===== config.mk =====
export PLATFORM = sky130hd
export DESIGN_NAME = frame_swap_ctrl_flat
export DESIGN_NICKNAME = d
export VERILOG_FILES = /design/src/rtl/frame_swap_if.sv /design/src/rtl/frame_swap_ctrl.sv /design/src/flat_wrapper.sv
export SDC_FILE = /design/constraint.sdc
export NUM_CORES = 1
export LEC_CHECK = 0
export CAP_MARGIN = 40
export CORE_MARGIN = 10
export CORE_UTILIZATION = 60
export CTS_CLUSTER_DIAMETER = 80
export DETAILED_ROUTE_END_ITERATION = 6
export DONT_BUFFER_PORTS = 1
export PLACE_DENSITY = 0.76
export RECOVER_POWER = 25
export SYNTH_ARGS = -nofsm -noshare
export SYNTH_HDL_FRONTEND = slang
export SYNTH_SLANG_ARGS = --single-unit
export TNS_END_PERCENT = 100

===== constraint.sdc =====
create_clock -name clk -period 2.11 [get_ports clk]
set_clock_uncertainty 0.1 [all_clocks]
set_input_delay 0.422 -clock clk [delete_from_list [all_inputs] [get_ports clk]]
set_output_delay 0.422 -clock clk [all_outputs]
set_load 0.02 [all_outputs]

===== src/rtl/frame_swap_if.sv =====
// Control/status bundle between the AXI-lite register space, display driver and the swap scheduler.
interface frame_swap_if #(
  parameter int unsigned FRAME_CNT_WIDTH = 16,
  parameter int unsigned DIV_WIDTH       = 8
) ();
  logic                       ctrl_en;
  logic                       swap_req;
  logic                       auto_swap;
  logic [DIV_WIDTH-1:0]       auto_div;
  logic                       frame_end;
  logic                       wr_busy;
  logic                       irq_ack;
  logic                       rd_buffer;
  logic                       wr_buffer;
  logic                       swap_pending;
  logic                       swap_done;
  logic                       swap_overrun;
  logic [FRAME_CNT_WIDTH-1:0] frame_count;
  logic                       irq;

  modport master (
    output ctrl_en, swap_req, auto_swap, auto_div, frame_end, wr_busy, irq_ack,
    input  rd_buffer, wr_buffer, swap_pending, swap_done, swap_overrun, frame_count, irq
  );

  modport slave (
    input  ctrl_en, swap_req, auto_swap, auto_div, frame_end, wr_busy, irq_ack,
    output rd_buffer, wr_buffer, swap_pending, swap_done, swap_overrun, frame_count, irq
  );
endinterface


===== src/rtl/frame_swap_ctrl.sv =====
// Double-buffer swap scheduler: swaps display/write buffers only on an idle-bus frame boundary,
// on software request or every auto_div+1 frames, and reports status and a level irq.
module frame_swap_ctrl #(
  parameter int unsigned FRAME_CNT_WIDTH = 16,
  parameter int unsigned DIV_WIDTH       = 8
) (
  input  logic          clk,
  input  logic          aresetn,
  frame_swap_if.slave   bus
);

  typedef enum logic [1:0] {
    ST_IDLE  = 2'd0,
    ST_ARMED = 2'd1,
    ST_SWAP  = 2'd2
  } state_t;

  state_t                     r_state;
  state_t                     w_state_next;
  logic [DIV_WIDTH-1:0]       r_div_cnt;
  logic [DIV_WIDTH-1:0]       w_div_cnt_next;
  logic [FRAME_CNT_WIDTH-1:0] r_frame_count;
  logic [FRAME_CNT_WIDTH-1:0] w_frame_count_next;
  logic                       r_rd_buffer;
  logic                       w_rd_buffer_next;
  logic                       r_wr_buffer;
  logic                       r_swap_pending;
  logic                       r_swap_done;
  logic                       w_swap_done_next;
  logic                       r_swap_overrun;
  logic                       w_swap_overrun_next;
  logic                       r_irq;
  logic                       w_irq_next;
  logic                       w_auto_trig;
  logic                       w_trig;
  logic                       w_eligible;
  logic                       w_overrun_set;

  // Trigger decode: auto trigger fires on the frame_end that matches the divider.
  always_comb begin
    w_auto_trig   = bus.auto_swap & bus.frame_end & (r_div_cnt == bus.auto_div);
    w_trig        = bus.swap_req | w_auto_trig;
    w_eligible    = bus.frame_end & ~bus.wr_busy;
    w_overrun_set = (r_state == ST_ARMED) & w_trig;
  end

  // Next-state and next-output logic.
  always_comb begin
    w_state_next        = r_state;
    w_div_cnt_next      = r_div_cnt;
    w_frame_count_next  = r_frame_count;
    w_swap_overrun_next = r_swap_overrun;
    // The swap itself already happened, so its irq is never lost; only the ack is gated.
    w_irq_next          = r_swap_done | (r_irq & ~(bus.ctrl_en & bus.irq_ack));

    if (!bus.ctrl_en) begin
      w_state_next   = ST_IDLE;
      w_div_cnt_next = '0;
    end else begin
      unique case (r_state)
        ST_IDLE:  w_state_next = w_trig ? ST_ARMED : ST_IDLE;
        ST_ARMED: w_state_next = w_eligible ? ST_SWAP : ST_ARMED;
        ST_SWAP:  w_state_next = w_trig ? ST_ARMED : ST_IDLE;
        default:  w_state_next = ST_IDLE;
      endcase

      w_swap_overrun_next = w_overrun_set | (r_swap_overrun & ~bus.irq_ack);

      if (bus.frame_end) begin
        w_frame_count_next = r_frame_count + FRAME_CNT_WIDTH'(1);
      end

      if (!bus.auto_swap) begin
        w_div_cnt_next = '0;
      end else if (bus.frame_end) begin
        w_div_cnt_next = w_auto_trig ? '0 : r_div_cnt + DIV_WIDTH'(1);
      end
    end

    w_swap_done_next = (w_state_next == ST_SWAP);
    w_rd_buffer_next = r_rd_buffer ^ w_swap_done_next;
  end

  // State register.
  always_ff @(posedge clk or negedge aresetn) begin
    if (!aresetn) begin
      r_state <= ST_IDLE;
    end else begin
      r_state <= w_state_next;
    end
  end

  // Registered datapath and outputs.
  always_ff @(posedge clk or negedge aresetn) begin
    if (!aresetn) begin
      r_div_cnt      <= '0;
      r_frame_count  <= '0;
      r_rd_buffer    <= 1'b0;
      r_wr_buffer    <= 1'b1;
      r_swap_pending <= 1'b0;
      r_swap_done    <= 1'b0;
      r_swap_overrun <= 1'b0;
      r_irq          <= 1'b0;
    end else begin
      r_div_cnt      <= w_div_cnt_next;
      r_frame_count  <= w_frame_count_next;
      r_rd_buffer    <= w_rd_buffer_next;
      r_wr_buffer    <= ~w_rd_buffer_next;
      r_swap_pending <= (w_state_next == ST_ARMED);
      r_swap_done    <= w_swap_done_next;
      r_swap_overrun <= w_swap_overrun_next;
      r_irq          <= w_irq_next;
    end
  end

  assign bus.rd_buffer    = r_rd_buffer;
  assign bus.wr_buffer    = r_wr_buffer;
  assign bus.swap_pending = r_swap_pending;
  assign bus.swap_done    = r_swap_done;
  assign bus.swap_overrun = r_swap_overrun;
  assign bus.frame_count  = r_frame_count;
  assign bus.irq          = r_irq;

endmodule

===== src/flat_wrapper.sv =====
// flat-port wrapper written by rule: the top's interface ports become plain ports
module frame_swap_ctrl_flat 
#(
  parameter int unsigned FRAME_CNT_WIDTH = 16,
  parameter int unsigned DIV_WIDTH       = 8
)
  (clk, aresetn, bus_ctrl_en, bus_swap_req, bus_auto_swap, bus_auto_div, bus_frame_end, bus_wr_busy, bus_irq_ack, bus_rd_buffer, bus_wr_buffer, bus_swap_pending, bus_swap_done, bus_swap_overrun, bus_frame_count, bus_irq);
  frame_swap_if #(.FRAME_CNT_WIDTH(FRAME_CNT_WIDTH), .DIV_WIDTH(DIV_WIDTH)) bus_i ();
  input  logic clk;
  input  logic aresetn;
  input wire logic [$bits(bus_i.ctrl_en)-1:0] bus_ctrl_en;
  input wire logic [$bits(bus_i.swap_req)-1:0] bus_swap_req;
  input wire logic [$bits(bus_i.auto_swap)-1:0] bus_auto_swap;
  input wire logic [$bits(bus_i.auto_div)-1:0] bus_auto_div;
  input wire logic [$bits(bus_i.frame_end)-1:0] bus_frame_end;
  input wire logic [$bits(bus_i.wr_busy)-1:0] bus_wr_busy;
  input wire logic [$bits(bus_i.irq_ack)-1:0] bus_irq_ack;
  output wire logic [$bits(bus_i.rd_buffer)-1:0] bus_rd_buffer;
  output wire logic [$bits(bus_i.wr_buffer)-1:0] bus_wr_buffer;
  output wire logic [$bits(bus_i.swap_pending)-1:0] bus_swap_pending;
  output wire logic [$bits(bus_i.swap_done)-1:0] bus_swap_done;
  output wire logic [$bits(bus_i.swap_overrun)-1:0] bus_swap_overrun;
  output wire logic [$bits(bus_i.frame_count)-1:0] bus_frame_count;
  output wire logic [$bits(bus_i.irq)-1:0] bus_irq;
  assign bus_i.ctrl_en = bus_ctrl_en;
  assign bus_i.swap_req = bus_swap_req;
  assign bus_i.auto_swap = bus_auto_swap;
  assign bus_i.auto_div = bus_auto_div;
  assign bus_i.frame_end = bus_frame_end;
  assign bus_i.wr_busy = bus_wr_busy;
  assign bus_i.irq_ack = bus_irq_ack;
  assign bus_rd_buffer = bus_i.rd_buffer;
  assign bus_wr_buffer = bus_i.wr_buffer;
  assign bus_swap_pending = bus_i.swap_pending;
  assign bus_swap_done = bus_i.swap_done;
  assign bus_swap_overrun = bus_i.swap_overrun;
  assign bus_frame_count = bus_i.frame_count;
  assign bus_irq = bus_i.irq;
  frame_swap_ctrl #(.FRAME_CNT_WIDTH(FRAME_CNT_WIDTH), .DIV_WIDTH(DIV_WIDTH)) u_core (.clk(clk), .aresetn(aresetn), .bus(bus_i));
endmodule

# [Yosys cells after proc, flatten, opt, wreduce, memory -nomap -nowiden]
# Cells that the tools add are included.
[totals] reg_bits=32 input_bits=16 out_inout_bits=22 elab_cells=43
[classes] addsub=2 n_eq_ne=6 mux=8 bitwise=15 n_reduce_logical=3
[ops] operator="2-to-1 mux 8 bit" count=4
[ops] operator="adder 16 x 1 -> 16 bit (second input constant)" count=1
[ops] operator="adder 8 x 1 -> 8 bit (second input constant)" count=1
[ops] operator="equality test 8 bit" count=1
[ops] operator="AND 1 bit" count=7
[ops] operator="equality test 2 x 1 -> 1 bit (second input constant)" count=2
[ops] operator="equality test 2 bit (second input constant)" count=2
[ops] operator="2-to-1 mux 2 bit" count=2
[ops] operator="inverter 1 bit" count=4
[ops] operator="case mux 2 bit (2 select lines)" count=1
[ops] operator="inequality test 3 x 2 -> 1 bit (second input constant)" count=1
[ops] operator="OR 1 bit" count=3
[ops] operator="zero test 2 bit" count=1
[ops] operator="AND reduction 2 bit" count=1
[ops] operator="OR reduction 2 bit" count=1
[ops] operator="2-to-1 mux 1 bit" count=1
[ops] operator="XOR 1 bit" count=1

# [Depth between registers and ports, before layout]
# Gate-level depths: netlist of the first run.
[logic_depth] ltp_word=9 mapped_depth=6 mapped_depth_nobuf=5

# [Worst setup path after synthesis of the first run]
# No wires, ideal clock.
[synth_timing] kind="input -> register" start="in bus_auto_div[1]" end="reg u_core.r_div_cnt[5]" setup_ns=0.121 t_arrival_ns=1.339 required_ns=1.889 setup_slack_ns=0.550 cell_stages=5 n_path_buf=0 path_cell_list="xnor2_1 -> nand4_1 -> o31ai_4 -> o21ai_1 -> a22o_1"
[synth_between] elab_chain_cells=6
[synth_rtl] element="from (decl)" line="flat_wrapper.sv:14" rtl="input wire logic [$bits(bus_i.auto_div)-1:0] bus_auto_div;"
[synth_rtl] element="equality test 8 bit" line="frame_swap_ctrl.sv:41" rtl="w_auto_trig = bus.auto_swap & bus.frame_end & (r_div_cnt == bus.auto_div);"
[synth_rtl] element="AND 1 bit" line="frame_swap_ctrl.sv:41"
[synth_rtl] element="2-to-1 mux 8 bit" line="frame_swap_ctrl.sv:76" rtl="w_div_cnt_next = w_auto_trig ? '0 : r_div_cnt + DIV_WIDTH'(1);"
[synth_rtl] element="2-to-1 mux 8 bit" line="frame_swap_ctrl.sv:75" rtl="end else if (bus.frame_end) begin"
[synth_rtl] element="2-to-1 mux 8 bit" line="frame_swap_ctrl.sv:73" rtl="if (!bus.auto_swap) begin"
[synth_rtl] element="2-to-1 mux 8 bit" line="frame_swap_ctrl.sv:56" rtl="if (!bus.ctrl_en) begin"
[synth_rtl] element="to (signal assigned)" line="frame_swap_ctrl.sv:105" rtl="r_div_cnt <= w_div_cnt_next;"
[synth_rtl] element="to (decl)" line="frame_swap_ctrl.sv:20" rtl="logic [DIV_WIDTH-1:0] r_div_cnt;"
# Every way passes these cells. The select of a mux whose other input is x is not followed.
# A chain may end at the register's enable or synchronous reset.

# [Final worst setup path of the first run]
[layout_timing] start="reg u_core.r_frame_count[4], in the netlist u_core.bus.frame_count[4]" end="reg u_core.r_frame_count[10], in the netlist u_core.bus.frame_count[10]"
[layout_between] elab_chain_cells=1
[layout_rtl] element="from (decl)" line="frame_swap_ctrl.sv:22" rtl="logic [FRAME_CNT_WIDTH-1:0] r_frame_count;"
[layout_rtl] element="from (signal assigned)" line="frame_swap_ctrl.sv:106" rtl="r_frame_count <= w_frame_count_next;"
[layout_rtl] element="adder 16 x 1 -> 16 bit" line="frame_swap_ctrl.sv:70" rtl="w_frame_count_next = r_frame_count + FRAME_CNT_WIDTH'(1);"
# Every way passes these cells.

==> results of run 1 <==
[cells in the mapped netlist]
cell                        n  share of area
sky130_fd_sc_hd__and2_1     1         0.0041
sky130_fd_sc_hd__o21ai_0    4          0.013
sky130_fd_sc_hd__nand3_1    7          0.023
sky130_fd_sc_hd__a21o_1     4          0.020
sky130_fd_sc_hd__xor2_1     6          0.034
sky130_fd_sc_hd__nor2b_1    1         0.0041
sky130_fd_sc_hd__buf_4      1         0.0049
sky130_fd_sc_hd__nor3_1     1         0.0032
sky130_fd_sc_hd__or2_2      1         0.0041
sky130_fd_sc_hd__nor2_4     1         0.0073
sky130_fd_sc_hd__o31ai_1    1         0.0049
sky130_fd_sc_hd__mux2_2     1         0.0073
sky130_fd_sc_hd__nand4_1    3          0.012
sky130_fd_sc_hd__nor2_1     7          0.017
sky130_fd_sc_hd__and3_1     5          0.020
sky130_fd_sc_hd__inv_1      2         0.0049
sky130_fd_sc_hd__ha_1       2          0.016
sky130_fd_sc_hd__o21ai_1    4          0.013
sky130_fd_sc_hd__nand4_4    1          0.014
sky130_fd_sc_hd__xnor2_1   19           0.11
sky130_fd_sc_hd__nand3b_1   1         0.0049
sky130_fd_sc_hd__xnor2_2    1          0.011
sky130_fd_sc_hd__o31ai_4    1          0.014
sky130_fd_sc_hd__dfrtp_1   31           0.50
sky130_fd_sc_hd__nand2_1   14          0.034
sky130_fd_sc_hd__dfstp_2    1          0.017
sky130_fd_sc_hd__nand3_2    2          0.013
sky130_fd_sc_hd__and4_1     1         0.0057
sky130_fd_sc_hd__nor3b_1    5          0.024
sky130_fd_sc_hd__a22o_1     2          0.011
sky130_fd_sc_hd__o311a_1    2          0.013
sky130_fd_sc_hd__nor3_2     2          0.013
[worst paths after layout]
| check | depth (start not counted) | start | end | slack, ps |
|---|---|---|---|---|
| worst max-delay path | 5 | u_core.bus.frame_count[4] | u_core.bus.frame_count[10] | 350 |
| worst min-delay path | 1 | bus_wr_busy | u_core.bus.swap_done | 50 |
| worst max register to register | 5 | u_core.bus.frame_count[4] | u_core.bus.frame_count[10] | 350 |
| worst min register to register | 1 | u_core.r_div_cnt[7] | u_core.r_div_cnt[7] | 460 |
| max in group asynchronous | 2 | aresetn | u_core.bus.frame_count[7] | 820 |
| min in group asynchronous | 2 | aresetn | u_core.bus.frame_count[14] | 610 |
[power groups by stage]
| stage | sequential, mW | clock, mW | combinational, mW |
|---|---|---|---|
| after floorplan | 0.900 | 0 | 0.125 |
| after global placement | 0.930 | 0 | 0.134 |
| after detailed placement | 0.937 | 0 | 0.146 |
| after CTS | 0.924 | 0.372 | 0.167 |
| after global routing | 0.938 | 0.404 | 0.180 |
| final | 0.920 | 0.366 | 0.160 |
[cell families (layout without fill, tap and decap cells)]
| family | count (synthesis) | in the layout | synth area share |
|---|---|---|---|
| and+or+nand+nor | 53 | 53 | 0.204 |
| DFF | 32 | 32 | 0.521 |
| muxes | 1 | 1 | 0.00732 |
| buffers and inverters | 3 | 12 | 0.00976 |
| xor gates and xnor gates | 26 | 26 | 0.153 |
| adders and majority gates | 2 | 2 | 0.0163 |
| AOI/OAI and AO/OA | 18 | 18 | 0.0886 |
[sequential cells by signal (all words and copies together), names as in the netlist]
| register | cells |
|---|---|
| u_core.bus.frame_count | 16 |
| u_core.bus.irq | 1 |
| u_core.bus.rd_buffer | 1 |
| u_core.bus.swap_done | 1 |
| u_core.bus.swap_overrun | 1 |
| u_core.bus.swap_pending | 1 |
| u_core.bus.wr_buffer | 1 |
| u_core.r_div_cnt | 8 |
| u_core.r_state | 2 |
[critical path, stage by stage, from the launching register on]
cell	delay [ps]
sky130_fd_sc_hd__dfrtp_1	570
sky130_fd_sc_hd__and4_1	290
sky130_fd_sc_hd__nand3_1	170
sky130_fd_sc_hd__nor3_2	240
sky130_fd_sc_hd__nand2_1	100
sky130_fd_sc_hd__xnor2_1	160
[placed cells by master, fill, tap and decap left out, types with 3 or more instances in the layout]
cell                       netlist  layout
sky130_fd_sc_hd__a21o_1          4       4
sky130_fd_sc_hd__and3_1          5       5
sky130_fd_sc_hd__clkbuf_4        0       5
sky130_fd_sc_hd__dfrtp_1        31      31
sky130_fd_sc_hd__nand2_1        14      14
sky130_fd_sc_hd__nand3_1         7       7
sky130_fd_sc_hd__nand4_1         3       3
sky130_fd_sc_hd__nor2_1          7       7
sky130_fd_sc_hd__nor3b_1         5       5
sky130_fd_sc_hd__o21ai_0         4       4
sky130_fd_sc_hd__o21ai_1         4       4
sky130_fd_sc_hd__xnor2_1        19      19
sky130_fd_sc_hd__xor2_1          6       6
[repair_timing]
action,4_1_cts,5_1_grt
endpoints found under the setup margin,0,0
endpoints found under the hold margin,32,0
hold buffers,2,0
[stage by stage]
| stage | std cells | utilization | area, sq um | setup WS (ps) | hold WS, ps |
|---|---|---|---|---|---|
| after floorplan | 135 | - | 1540 | 550 | 26.4 |
| after global placement | 164 | 0.639 | 1570 | 449 | 27.4 |
| after detailed placement | 164 | 0.639 | 1570 | 377 | 27.4 |
| after CTS | 174 | 0.676 | 1660 | 356 | 38.8 |
| after global routing | 174 | 0.670 | 1650 | 268 | 32.2 |
| final | 174 | 0.670 | 1650 | 355 | 45.3 |
[routing by layer]
layer | vias to the layer above | global-route usage | part of all wire
li1 | 488 | - | -
met1 | 503 | 0.120 | 0.37
met2 | 43 | 0.210 | 0.49
met3 | 7 | 0.0809 | 0.12
met4 | 0 | 0.0645 | 0.020
met5 | - | 0 | 0
[area by class of cell]
cell class              count  share of cell area
inverters                   2             0.00456
flip-flops and latches     32               0.487
repair buffers              2             0.00913
multi-input cells         100               0.439
clock inverters             2             0.00608
well taps                  30              0.0228
clock buffers               6              0.0312
==> report_table.html, run 1 <==
<table>
<tr><th>Metric</th><th>Value</th></tr>
<tr><th colspan="2">STA</th></tr>
<tr><td>Final-report hold violation count</td><td>0</td></tr>
<tr><td>Total setup violations reported at the end of the flow</td><td>0</td></tr>
<tr><td>Minimum period implied by the final worst setup slack</td><td>between 1500 and 2000 ps</td></tr>
<tr><td>Worst-margin pin slew</td><td>759 ps</td></tr>
<tr><td>Top achievable clock speed</td><td>around 570 MHz</td></tr>
<tr><td>Pins Over Slew Limit</td><td>0</td></tr>
<tr><td>Setup Total Neg Slack</td><td>0 ps</td></tr>
<tr><td>Setup repair after global routing missed its margin</td><td>false</td></tr>
<tr><td>Final worst path period share</td><td>0.832</td></tr>
<tr><td>Relative slew slack</td><td>0.494</td></tr>
<tr><th colspan="2">Layout</th></tr>
<tr><td>Total area of sequential cells</td><td>approximately 800 sq um</td></tr>
<tr><td>Post-synthesis to final-layout area growth</td><td>6.91%</td></tr>
<tr><td>Area of combinational cells with multiple inputs</td><td>722 sq um</td></tr>
<tr><td>Layout cells sized above 1</td><td>0.139</td></tr>
<tr><td>Total inserted antenna cells</td><td>0</td></tr>
<tr><td>Final #Nets</td><td>161</td></tr>
<tr><td>Final-layout fill cell count</td><td>roughly 190</td></tr>
<tr><th colspan="2">Power and ir drop</th></tr>
<tr><td>Combinational power share</td><td>0.110</td></tr>
<tr><td>Internal power contribution</td><td>roughly 0.94 mW</td></tr>
<tr><td>Worst-case vdd ir drop</td><td>0.797 mV</td></tr>
<tr><td>Sum of internal, switching and leakage power</td><td>approximately 1.4 mW</td></tr>
<tr><td>Switching power summed over all nets</td><td>~0.51 mW</td></tr>
<tr><td>Proportion of power drawn by flip-flops and latches</td><td>0.636</td></tr>
<tr><td>Clock power share</td><td>0.253</td></tr>
<tr><td>Leak Pwr</td><td>~0.75 nW</td></tr>
<tr><td>Power density over cell area</td><td>slightly below 900 nW/um^2</td></tr>
<tr><td>Switching share of power</td><td>0.352</td></tr>
<tr><th colspan="2">Floorplanning</th></tr>
<tr><td>Initial Utilization</td><td>0.627</td></tr>
<tr><td>Overall die area</td><td>4990 sq um</td></tr>
<tr><td>Horizontal extent of the die</td><td>70.6 microns</td></tr>
<tr><td>Die height</td><td>just over 70 microns</td></tr>
<tr><td>Area of the core</td><td>between 2000 and 2500 sq um</td></tr>
<tr><td>Rows</td><td>18</td></tr>
<tr><td>IO Pins</td><td>38</td></tr>
<tr><th colspan="2">Placed design</th></tr>
<tr><td>HPWL reported at the end of detailed placement</td><td>about 2400 microns</td></tr>
<tr><td>Routability congestion estimate</td><td>slightly below 0.9</td></tr>
<tr><td># port buffers</td><td>0</td></tr>
<tr><th colspan="2">Route</th></tr>
<tr><td>Remaining routing DRC violations</td><td>0</td></tr>
<tr><td>Detailed Routing Iterations Pass 1</td><td>6</td></tr>
<tr><td>Per-cell routed wire length</td><td>18.4 microns</td></tr>
<tr><td>Routed Wire Length</td><td>approximately 3200 microns</td></tr>
<tr><td>ANT nets after route</td><td>0</td></tr>
<tr><td>Post-DR vias/cell</td><td>about 6.0</td></tr>
<tr><td>Vias</td><td>~1000</td></tr>
<tr><td>Iter 0 DRT Violations</td><td>50</td></tr>
<tr><th colspan="2">Synthesis</th></tr>
<tr><td>Synth Instances</td><td>~140</td></tr>
<tr><td>Share of the yosys chip area belonging to registers</td><td>0.521</td></tr>
<tr><td>Number of nets in the synthesized netlist</td><td>153</td></tr>
<tr><td>Distinct cell type count of the synthesized netlist</td><td>32</td></tr>
<tr><td>Count of warnings emitted by yosys</td><td>0</td></tr>
<tr><td>Netlist area before placement</td><td>~1500 sq um</td></tr>
<tr><td>#FFs+latches synth</td><td>32</td></tr>
<tr><td>Syn avg cell area</td><td>about 11 sq um</td></tr>
<tr><th colspan="2">Worst setup path</th></tr>
<tr><td>Critical path start-end classification</td><td>flip-flop to flip-flop</td></tr>
<tr><td>Required time reported for the critical path endpoint</td><td>approximately 2200 ps</td></tr>
<tr><td>Data arrival time at the worst-slack endpoint</td><td>roughly 1900 ps</td></tr>
<tr><td>Type of element capturing the critical path</td><td>flip-flop</td></tr>
<tr><td>Startpoint Class</td><td>flip-flop</td></tr>
<tr><td>Worst Path Max Fanout</td><td>6</td></tr>
<tr><th colspan="2">Clock tree</th></tr>
<tr><td>Post CTS Setup Buffer Count</td><td>0</td></tr>
<tr><td>Sinks on Clock Net</td><td>32</td></tr>
<tr><td>H-Tree Depth</td><td>2</td></tr>
<tr><td>Clock input transition at the sequential cells of the worst setup and hold paths</td><td>~100 ps</td></tr>
<tr><td>Post-cts repair resize count</td><td>0</td></tr>
<tr><td>CTS Buffer Depth</td><td>2</td></tr>
<tr><td>Clock network latency to the later pin of the worst-skew pair</td><td>~330 ps</td></tr>
<tr><td>Clock tree from TritonCTS</td><td>built</td></tr>
<tr><td>Number of buffers inserted during clock tree synthesis</td><td>5</td></tr>
<tr><td>Clock Root Buffer</td><td>sky130_fd_sc_hd__clkbuf_4</td></tr>
<tr><th colspan="2">GRT</th></tr>
<tr><td>Largest net degree at the start of global routing</td><td>33</td></tr>
<tr><td>Global-route total usage across every layer</td><td>0.127</td></tr>
<tr><td>Total congestion overflow after global routing</td><td>0</td></tr>
<tr><td>Global-route wire length before repair</td><td>between 5000 and 6000 microns</td></tr>
<tr><td>Number of global-route vias before repair</td><td>roughly 1100</td></tr>
<tr><td>Antenna violations before repair</td><td>0</td></tr>
<tr><th colspan="2">Worst hold path</th></tr>
<tr><td>Worst hold path class</td><td>input port to flip-flop</td></tr>
<tr><th colspan="2">Run</th></tr>
<tr><td>Max cap viols</td><td>0</td></tr>
<tr><th colspan="2">Outcome</th></tr>
<tr><td>Run status</td><td>complete, no violations</td></tr>
</table>
Power figures use the tool's default switching activity.
==> run 2: changes to the inputs <==
clock period = 1.8 ns   (was 2.11 ns; I/O delays follow)
==> report_table.html, run 2 (synthesized netlist as in run 1, its figures left out) <==
<table>
<tr><th>Metric</th><th>Value</th></tr>
<tr><th colspan="2">Route</th></tr>
<tr><td>Routed Wire Length</td><td>3200 microns (about the same)</td></tr>
<tr><td>Vias</td><td>1073 (+3.1%)</td></tr>
<tr><td>Remaining routing DRC violations</td><td>0 (unchanged)</td></tr>
<tr><td>Iter 0 DRT Violations</td><td>104 (+110%)</td></tr>
<tr><td>Per-cell routed wire length</td><td>17.4 microns (-5.4%)</td></tr>
<tr><td>Detailed Routing Iterations Pass 1</td><td>4 (-2)</td></tr>
<tr><td>Post-DR vias/cell</td><td>5.83 (-2.5%)</td></tr>
<tr><td>ANT nets after route</td><td>0 (unchanged)</td></tr>
<tr><th colspan="2">Clock tree</th></tr>
<tr><td>H-Tree Depth</td><td>2 (unchanged)</td></tr>
<tr><td>Clock network latency to the later pin of the worst-skew pair</td><td>320 ps (about the same)</td></tr>
<tr><td>Sinks on Clock Net</td><td>32 (unchanged)</td></tr>
<tr><td>Post-cts repair resize count</td><td>0 (unchanged)</td></tr>
<tr><td>Number of buffers inserted during clock tree synthesis</td><td>5 (unchanged)</td></tr>
<tr><td>Clock Root Buffer</td><td>sky130_fd_sc_hd__clkbuf_4</td></tr>
<tr><td>Clock input transition at the sequential cells of the worst setup and hold paths</td><td>90 ps (about the same)</td></tr>
<tr><td>CTS Buffer Depth</td><td>2 (unchanged)</td></tr>
<tr><td>Clock tree from TritonCTS</td><td>built</td></tr>
<tr><th colspan="2">STA</th></tr>
<tr><td>Relative slew slack</td><td>0.485 (-0.00949)</td></tr>
<tr><td>Setup Total Neg Slack</td><td>0 ps (unchanged)</td></tr>
<tr><td>Top achievable clock speed</td><td>589 MHz (+3.4%)</td></tr>
<tr><td>Pins Over Slew Limit</td><td>0 (unchanged)</td></tr>
<tr><td>Minimum period implied by the final worst setup slack</td><td>1700 ps (-57.8 ps)</td></tr>
<tr><td>Final worst path period share</td><td>0.943 (+0.111)</td></tr>
<tr><td>Total setup violations reported at the end of the flow</td><td>0 (unchanged)</td></tr>
<tr><td>Final-report hold violation count</td><td>0 (unchanged)</td></tr>
<tr><td>Setup repair after global routing missed its margin</td><td>false</td></tr>
<tr><td>Worst hold slack</td><td>37.0 ps (-8.25 ps)</td></tr>
<tr><td>Worst-margin pin slew</td><td>773 ps (+14.2 ps)</td></tr>
<tr><td>Worst Setup Slack, final</td><td>102 ps (-252 ps)</td></tr>
<tr><th colspan="2">Layout</th></tr>
<tr><td>Commonest non-fill, non-tap cell in the layout</td><td>sky130_fd_sc_hd__dfrtp_1</td></tr>
<tr><td>Total inserted antenna cells</td><td>0 (unchanged)</td></tr>
<tr><td>Max FFs per register</td><td>16 (unchanged)</td></tr>
<tr><td>Layout cells sized above 1</td><td>0.175 (+0.0364)</td></tr>
<tr><td>Final #Nets</td><td>171 (+6.2%)</td></tr>
<tr><td>Final-layout fill cell count</td><td>192 (+3.2%)</td></tr>
<tr><td>Post-synthesis to final-layout area growth</td><td>11.8%</td></tr>
<tr><td>Most frequent cells in the layout</td><td>sky130_fd_sc_hd__dfrtp_1 (31), sky130_fd_sc_hd__xnor2_1 (19), sky130_fd_sc_hd__nand2_1 (14), sky130_fd_sc_hd__buf_4 (9)</td></tr>
<tr><th colspan="2">Worst setup path</th></tr>
<tr><td>R2R depth</td><td>6 (+1)</td></tr>
<tr><td>Cells along the critical path</td><td>xnor2_1 &gt; nand4_1 &gt; o31ai_4 &gt; buf_4 &gt; o21ai_1 &gt; a21o_1</td></tr>
<tr><td>Required time reported for the critical path endpoint</td><td>1920 ps (-300 ps)</td></tr>
<tr><td>Endpoint of the lowest-slack register-to-register path</td><td>u_core.r_div_cnt[7]</td></tr>
<tr><td>Worst R2R Setup Slack</td><td>100 ps (-250 ps)</td></tr>
<tr><td>Data arrival time at the worst-slack endpoint</td><td>1820 ps (-50 ps)</td></tr>
<tr><td>Startpoint of the worst register-to-register path</td><td>u_core.r_div_cnt[2]</td></tr>
<tr><td>Startpoint Class</td><td>flip-flop</td></tr>
<tr><td>Worst Path Max Fanout</td><td>9 (+3)</td></tr>
<tr><td>Cell at the slowest stage of the critical path</td><td>sky130_fd_sc_hd__dfrtp_1</td></tr>
<tr><td>Type of element capturing the critical path</td><td>flip-flop</td></tr>
<tr><td>Worst path max stage delay</td><td>430 ps (-140 ps)</td></tr>
<tr><td>Critical path start-end classification</td><td>flip-flop to flip-flop</td></tr>
<tr><th colspan="2">Floorplanning</th></tr>
<tr><td>Initial Utilization</td><td>0.627 (unchanged)</td></tr>
<tr><td>Horizontal extent of the die</td><td>70.6 microns (unchanged)</td></tr>
<tr><td>Overall die area</td><td>4990 sq um (unchanged)</td></tr>
<tr><td>Rows</td><td>18 (unchanged)</td></tr>
<tr><td>IO Pins</td><td>38 (unchanged)</td></tr>
<tr><td>Die height</td><td>70.6 microns (unchanged)</td></tr>
<tr><td>Area of the core</td><td>2450 sq um (unchanged)</td></tr>
<tr><th colspan="2">GRT</th></tr>
<tr><td>Largest net degree at the start of global routing</td><td>33 (unchanged)</td></tr>
<tr><td>Met2 layer usage reported by global route</td><td>0.235 (+0.0250)</td></tr>
<tr><td>Most Crowded Layer GR</td><td>met2</td></tr>
<tr><td>Global-route wire length before repair</td><td>5580 microns (+8.6%)</td></tr>
<tr><td>Global-route total usage across every layer</td><td>0.137 (+0.00965)</td></tr>
<tr><td>Number of global-route vias before repair</td><td>1149 (+8.8%)</td></tr>
<tr><td>Met3 Usage GRT</td><td>0.0823 (+0.00139)</td></tr>
<tr><td>Antenna violations before repair</td><td>0 (unchanged)</td></tr>
<tr><td>Fraction of met1 tracks used by global routing</td><td>0.133 (+0.0130)</td></tr>
<tr><td>Total congestion overflow after global routing</td><td>0 (unchanged)</td></tr>
<tr><th colspan="2">Power and ir drop</th></tr>
<tr><td>Worst-case vdd ir drop</td><td>0.859 mV (+7.9%)</td></tr>
<tr><td>Power density over cell area</td><td>1030 nW/um^2 (+17%)</td></tr>
<tr><td>Leak Pwr</td><td>0.790 nW (+6.0%)</td></tr>
<tr><th colspan="2">Worst hold path</th></tr>
<tr><td>Worst hold path class</td><td>input port to flip-flop</td></tr>
<tr><td>Worst hold endpoint</td><td>u_core.r_state[1]</td></tr>
<tr><td>Hold-critical path depth</td><td>1 (unchanged)</td></tr>
<tr><td>Origin of the worst min-delay path</td><td>bus_wr_busy</td></tr>
<tr><th colspan="2">Placed design</th></tr>
<tr><td>Post-place setup slack</td><td>80.4 ps (-297 ps)</td></tr>
<tr><td>HPWL reported at the end of detailed placement</td><td>2490 microns (+2.8%)</td></tr>
<tr><td># port buffers</td><td>0 (unchanged)</td></tr>
<tr><td>Routability congestion estimate</td><td>0.901 (+1.9%)</td></tr>
<tr><th colspan="2">Run</th></tr>
<tr><td>Max cap viols</td><td>0 (unchanged)</td></tr>
<tr><th colspan="2">Outcome</th></tr>
<tr><td>Run status</td><td>complete, no violations</td></tr>
</table>
## run 2: changes by cell type in the layout (fill, tap and decap cells not counted)
cell | previous run | this run
sky130_fd_sc_hd__clkbuf_1 | 0 | 2
sky130_fd_sc_hd__dlygate4sd3_1 | 1 | 2
sky130_fd_sc_hd__buf_4 | 0 | 9
sky130_fd_sc_hd__clkinv_2 | 2 | 0
## run 2: worst max-delay path by stage
stage | end | cells past startpoint | from
after floorplan | u_core.r_div_cnt[5] | 5 | u_core.r_div_cnt[0]
after global placement | u_core.r_div_cnt[4] | 5 | u_core.r_div_cnt[2]
after detailed placement | u_core.r_div_cnt[5] | 5 | u_core.r_div_cnt[2]
after CTS | u_core.r_div_cnt[4] | 5 | u_core.r_div_cnt[0]
after global routing | u_core.r_div_cnt[7] | 6 | u_core.r_div_cnt[2]
final | u_core.r_div_cnt[7] | 6 | u_core.r_div_cnt[2]
## run 2: final cells by class
cell class	instances	area, sq um	area share
multi-input cells	100	722	0.420
clock buffers	8	58.8	0.0342
repair buffers	12	92.6	0.0538
well taps	30	37.5	0.0218
flip-flops and latches	32	802	0.466
inverters	2	7.51	0.00436
## run 2: stage by stage
| stage | power, mW | utilization | instances | cell area (sq um) |
|---|---|---|---|---|
| 2_1_floorplan | 1.20 | - | 135 | 1540 |
| 3_3_place_gp | 1.32 | 0.664 | 172 | 1630 |
| 3_5_place_dp | 1.35 | 0.664 | 172 | 1630 |
| 4_1_cts | 1.80 | 0.704 | 183 | 1730 |
| 5_1_grt | 1.88 | 0.701 | 184 | 1720 |
| 6_report | 1.76 | 0.701 | 184 | 1720 |
## run 2: layer usage
layer  wire length, microns  vias up
met5                      0        -
met4                     59        0
met3                    342        8
met2                   1650       31
met1                   1140      524
li1                       -      510
## run 2: worst max-delay path, delay by kind of cell (launching register included)
kind / cells / cell delay, ps
compound gates: 3 / 500
simple gates: 1 / 210
flops: 1 / 430
xor+xnor: 1 / 160
buf+inv: 1 / 190
## run 2: power breakdown
part	switching, mW	total (mW)	internal [mW]
Combinational	0.241	0.399	0.159
Sequential	0.128	0.950	0.822
Clock	0.222	0.415	0.193
Total	0.591	1.76	1.17
## run 2: what timing repair did
action / in CTS / in global routing
setup buffers: 0 / 1
endpoints found under the setup margin: 0 / 4
hold buffers: 3 / 0
hold endpoints to repair: 33 / 0
==> run 3: changes to the inputs <==
GPL_TIMING_DRIVEN = 1   (was default)
SKIP_CTS_REPAIR_TIMING = 1   (was default)
SLEW_MARGIN = 20   (was default)
==> report_table.html, run 3 (synthesized netlist as in run 1, its figures left out) <==
<table>
<tr><th>Metric</th><th>Value</th></tr>
<tr><th colspan="2">Outcome</th></tr>
<tr><td>Run status</td><td>complete, no violations</td></tr>
<tr><th colspan="2">GRT</th></tr>
<tr><td>Global-route total usage across every layer</td><td>0.133 (-0.00388)</td></tr>
<tr><td>Largest net degree at the start of global routing</td><td>33 (unchanged)</td></tr>
<tr><td>Global-route wire length before repair</td><td>5440 microns (-2.5%)</td></tr>
<tr><td>Total congestion overflow after global routing</td><td>0 (unchanged)</td></tr>
<tr><td>Antenna violations before repair</td><td>0 (unchanged)</td></tr>
<tr><td>Number of global-route vias before repair</td><td>1152 (+0.26%)</td></tr>
<tr><th colspan="2">Clock tree</th></tr>
<tr><td>H-Tree Depth</td><td>2 (unchanged)</td></tr>
<tr><td>Clock network latency to the later pin of the worst-skew pair</td><td>320 ps (about the same)</td></tr>
<tr><td>Sinks on Clock Net</td><td>32 (unchanged)</td></tr>
<tr><td>Number of buffers inserted during clock tree synthesis</td><td>5 (unchanged)</td></tr>
<tr><td>CTS Buffer Depth</td><td>2 (unchanged)</td></tr>
<tr><td>Clock input transition at the sequential cells of the worst setup and hold paths</td><td>90 ps (about the same)</td></tr>
<tr><td>Clock tree from TritonCTS</td><td>built</td></tr>
<tr><td>Clock Root Buffer</td><td>sky130_fd_sc_hd__clkbuf_4</td></tr>
<tr><th colspan="2">Layout</th></tr>
<tr><td>Most frequent cells in the layout</td><td>sky130_fd_sc_hd__dfrtp_1 (31), sky130_fd_sc_hd__xnor2_1 (19), sky130_fd_sc_hd__nand2_1 (14), sky130_fd_sc_hd__buf_4 (9)</td></tr>
<tr><td>Commonest non-fill, non-tap cell in the layout</td><td>sky130_fd_sc_hd__dfrtp_1</td></tr>
<tr><td>Final #Nets</td><td>171 (unchanged)</td></tr>
<tr><td>Area of combinational cells with multiple inputs</td><td>722 sq um (unchanged)</td></tr>
<tr><td>Final-layout fill cell count</td><td>192 (unchanged)</td></tr>
<tr><td>Post-synthesis to final-layout area growth</td><td>11.8% (unchanged)</td></tr>
<tr><td>Max FFs per register</td><td>16 (unchanged)</td></tr>
<tr><td>Total area of sequential cells</td><td>802 sq um (unchanged)</td></tr>
<tr><td>Layout cells sized above 1</td><td>0.175 (unchanged)</td></tr>
<tr><td>Total inserted antenna cells</td><td>0 (unchanged)</td></tr>
<tr><th colspan="2">STA</th></tr>
<tr><td>Final-report hold violation count</td><td>0 (unchanged)</td></tr>
<tr><td>Relative slew slack</td><td>0.481 (-0.00341)</td></tr>
<tr><td>Minimum period implied by the final worst setup slack</td><td>1700 ps (-0.376 ps)</td></tr>
<tr><td>Total setup violations reported at the end of the flow</td><td>0 (unchanged)</td></tr>
<tr><td>Pins Over Slew Limit</td><td>0 (unchanged)</td></tr>
<tr><td>Final worst path period share</td><td>0.943 (about the same)</td></tr>
<tr><td>Setup Total Neg Slack</td><td>0 ps (unchanged)</td></tr>
<tr><td>Worst Setup Slack, final</td><td>103 ps (+0.376 ps)</td></tr>
<tr><td>Setup repair after global routing missed its margin</td><td>false</td></tr>
<tr><td>Worst hold slack</td><td>36.9 ps (-0.100 ps)</td></tr>
<tr><td>Worst-margin pin slew</td><td>778 ps (+5.11 ps)</td></tr>
<tr><td>Top achievable clock speed</td><td>589 MHz (about the same)</td></tr>
<tr><th colspan="2">Placed design</th></tr>
<tr><td>HPWL reported at the end of detailed placement</td><td>2490 microns (unchanged)</td></tr>
<tr><td>Post-place setup slack</td><td>80.4 ps (unchanged)</td></tr>
<tr><td>Routability congestion estimate</td><td>0.901 (unchanged)</td></tr>
<tr><td># port buffers</td><td>0 (unchanged)</td></tr>
<tr><th colspan="2">Route</th></tr>
<tr><td>Remaining routing DRC violations</td><td>0 (unchanged)</td></tr>
<tr><td>Vias</td><td>1078 (+0.47%)</td></tr>
<tr><td>ANT nets after route</td><td>0 (unchanged)</td></tr>
<tr><td>Iter 0 DRT Violations</td><td>82 (-21%)</td></tr>
<tr><td>Post-DR vias/cell</td><td>5.86 (+0.47%)</td></tr>
<tr><td>Routed Wire Length</td><td>3200 microns (+0.28%)</td></tr>
<tr><td>Per-cell routed wire length</td><td>17.4 microns (+0.28%)</td></tr>
<tr><td>Detailed Routing Iterations Pass 1</td><td>4 (unchanged)</td></tr>
<tr><th colspan="2">Power and ir drop</th></tr>
<tr><td>Sum of internal, switching and leakage power</td><td>1.77 mW (about the same)</td></tr>
<tr><td>Switching power summed over all nets</td><td>0.593 mW (+0.28%)</td></tr>
<tr><td>Switching share of power</td><td>0.336 (+0.000607)</td></tr>
<tr><td>Clock power share</td><td>0.236 (about the same)</td></tr>
<tr><td>Combinational power share</td><td>0.227 (about the same)</td></tr>
<tr><td>Leak Pwr</td><td>0.790 nW (unchanged)</td></tr>
<tr><td>Internal power contribution</td><td>1.17 mW (about the same)</td></tr>
<tr><td>Proportion of power drawn by flip-flops and latches</td><td>0.538 (about the same)</td></tr>
<tr><td>Worst-case vdd ir drop</td><td>0.860 mV (about the same)</td></tr>
<tr><td>Power density over cell area</td><td>1030 nW/um^2 (about the same)</td></tr>
<tr><th colspan="2">Floorplanning</th></tr>
<tr><td>Overall die area</td><td>4990 sq um (unchanged)</td></tr>
<tr><td>Initial Utilization</td><td>0.627 (unchanged)</td></tr>
<tr><td>Die height</td><td>70.6 microns (unchanged)</td></tr>
<tr><td>Horizontal extent of the die</td><td>70.6 microns (unchanged)</td></tr>
<tr><td>Rows</td><td>18 (unchanged)</td></tr>
<tr><td>Area of the core</td><td>2450 sq um (unchanged)</td></tr>
<tr><td>IO Pins</td><td>38 (unchanged)</td></tr>
<tr><th colspan="2">Worst setup path</th></tr>
<tr><td>Type of element capturing the critical path</td><td>flip-flop</td></tr>
<tr><td>Startpoint Class</td><td>flip-flop</td></tr>
<tr><td>Worst path max stage delay</td><td>430 ps (about the same)</td></tr>
<tr><td>Data arrival time at the worst-slack endpoint</td><td>1820 ps (about the same)</td></tr>
<tr><td>Critical path start-end classification</td><td>flip-flop to flip-flop</td></tr>
<tr><td>Cells along the critical path</td><td>xnor2_1 &gt; nand4_1 &gt; o31ai_4 &gt; buf_4 &gt; o21ai_1 &gt; a21o_1</td></tr>
<tr><td>Worst Path Max Fanout</td><td>9 (unchanged)</td></tr>
<tr><td>Required time reported for the critical path endpoint</td><td>1920 ps (about the same)</td></tr>
<tr><td>Cell at the slowest stage of the critical path</td><td>sky130_fd_sc_hd__dfrtp_1</td></tr>
<tr><td>R2R depth</td><td>6 (unchanged)</td></tr>
<tr><th colspan="2">Worst hold path</th></tr>
<tr><td>Worst hold path class</td><td>input port to flip-flop</td></tr>
<tr><td>Hold-critical path depth</td><td>1 (unchanged)</td></tr>
<tr><th colspan="2">Run</th></tr>
<tr><td>Max cap viols</td><td>0 (unchanged)</td></tr>
</table>
==> run 3: cell counts in the layout (fill, tap and decap cells not counted) <==
Identical to the previous run, type by type.
==> run 3: layout make-up <==
class / instances / share of cell area
multi-input cells: 100 / 0.420
clock buffers: 8 / 0.0342
flip-flops and latches: 32 / 0.466
well taps: 30 / 0.0218
repair buffers: 12 / 0.0538
inverters: 2 / 0.00436
==> run 3: final timing paths <==
path | start | end | slack [ps]
hold reg to reg | u_core.r_div_cnt[7] | u_core.r_div_cnt[7] | 440
setup / recovery | u_core.r_div_cnt[2] | u_core.r_div_cnt[7] | 100
min in group asynchronous | aresetn | u_core.bus.frame_count[14] | 570
max in group asynchronous | aresetn | u_core.r_state[0] | 540
setup reg to reg | u_core.r_div_cnt[2] | u_core.r_div_cnt[7] | 100
hold / removal | bus_wr_busy | u_core.r_state[1] | 40
==> run 3: power by group through the flow <==
stage | combinational [mW] | sequential (mW) | clock [mW]
floorplan | 0.146 | 1.06 | 0
global placement | 0.365 | 0.957 | 0
detailed placement | 0.386 | 0.967 | 0
CTS | 0.389 | 0.953 | 0.431
global route | 0.444 | 0.968 | 0.467
finish | 0.400 | 0.949 | 0.416
==> run 3: per-layer routing <==
| layer | routed length, microns | global-route usage | part of all wire | vias to the layer above |
|---|---|---|---|---|
| li1 | - | - | - | 509 |
| met1 | 1150 | 0.125 | 0.36 | 526 |
| met2 | 1640 | 0.223 | 0.51 | 33 |
| met3 | 344 | 0.0865 | 0.11 | 10 |
| met4 | 71 | 0.0581 | 0.022 | 0 |
| met5 | 0 | 0 | 0 | - |
==> run 3: worst max-delay path, delay by kind of cell, from the launching register on <==
family	cells	cell delay, ps
compound gates	3	500
flops	1	430
simple gates	1	210
buf+inv	1	190
xor+xnor	1	160
==> run 3: stage by stage <==
| step | util | instances | area [sq um] |
|---|---|---|---|
| after global placement | 0.664 | 172 | 1630 |
| after CTS | 0.688 | 180 | 1690 |
| after global routing | 0.701 | 184 | 1720 |
| final | 0.701 | 184 | 1720 |
| after floorplan | - | 135 | 1540 |
| after detailed placement | 0.664 | 172 | 1630 |
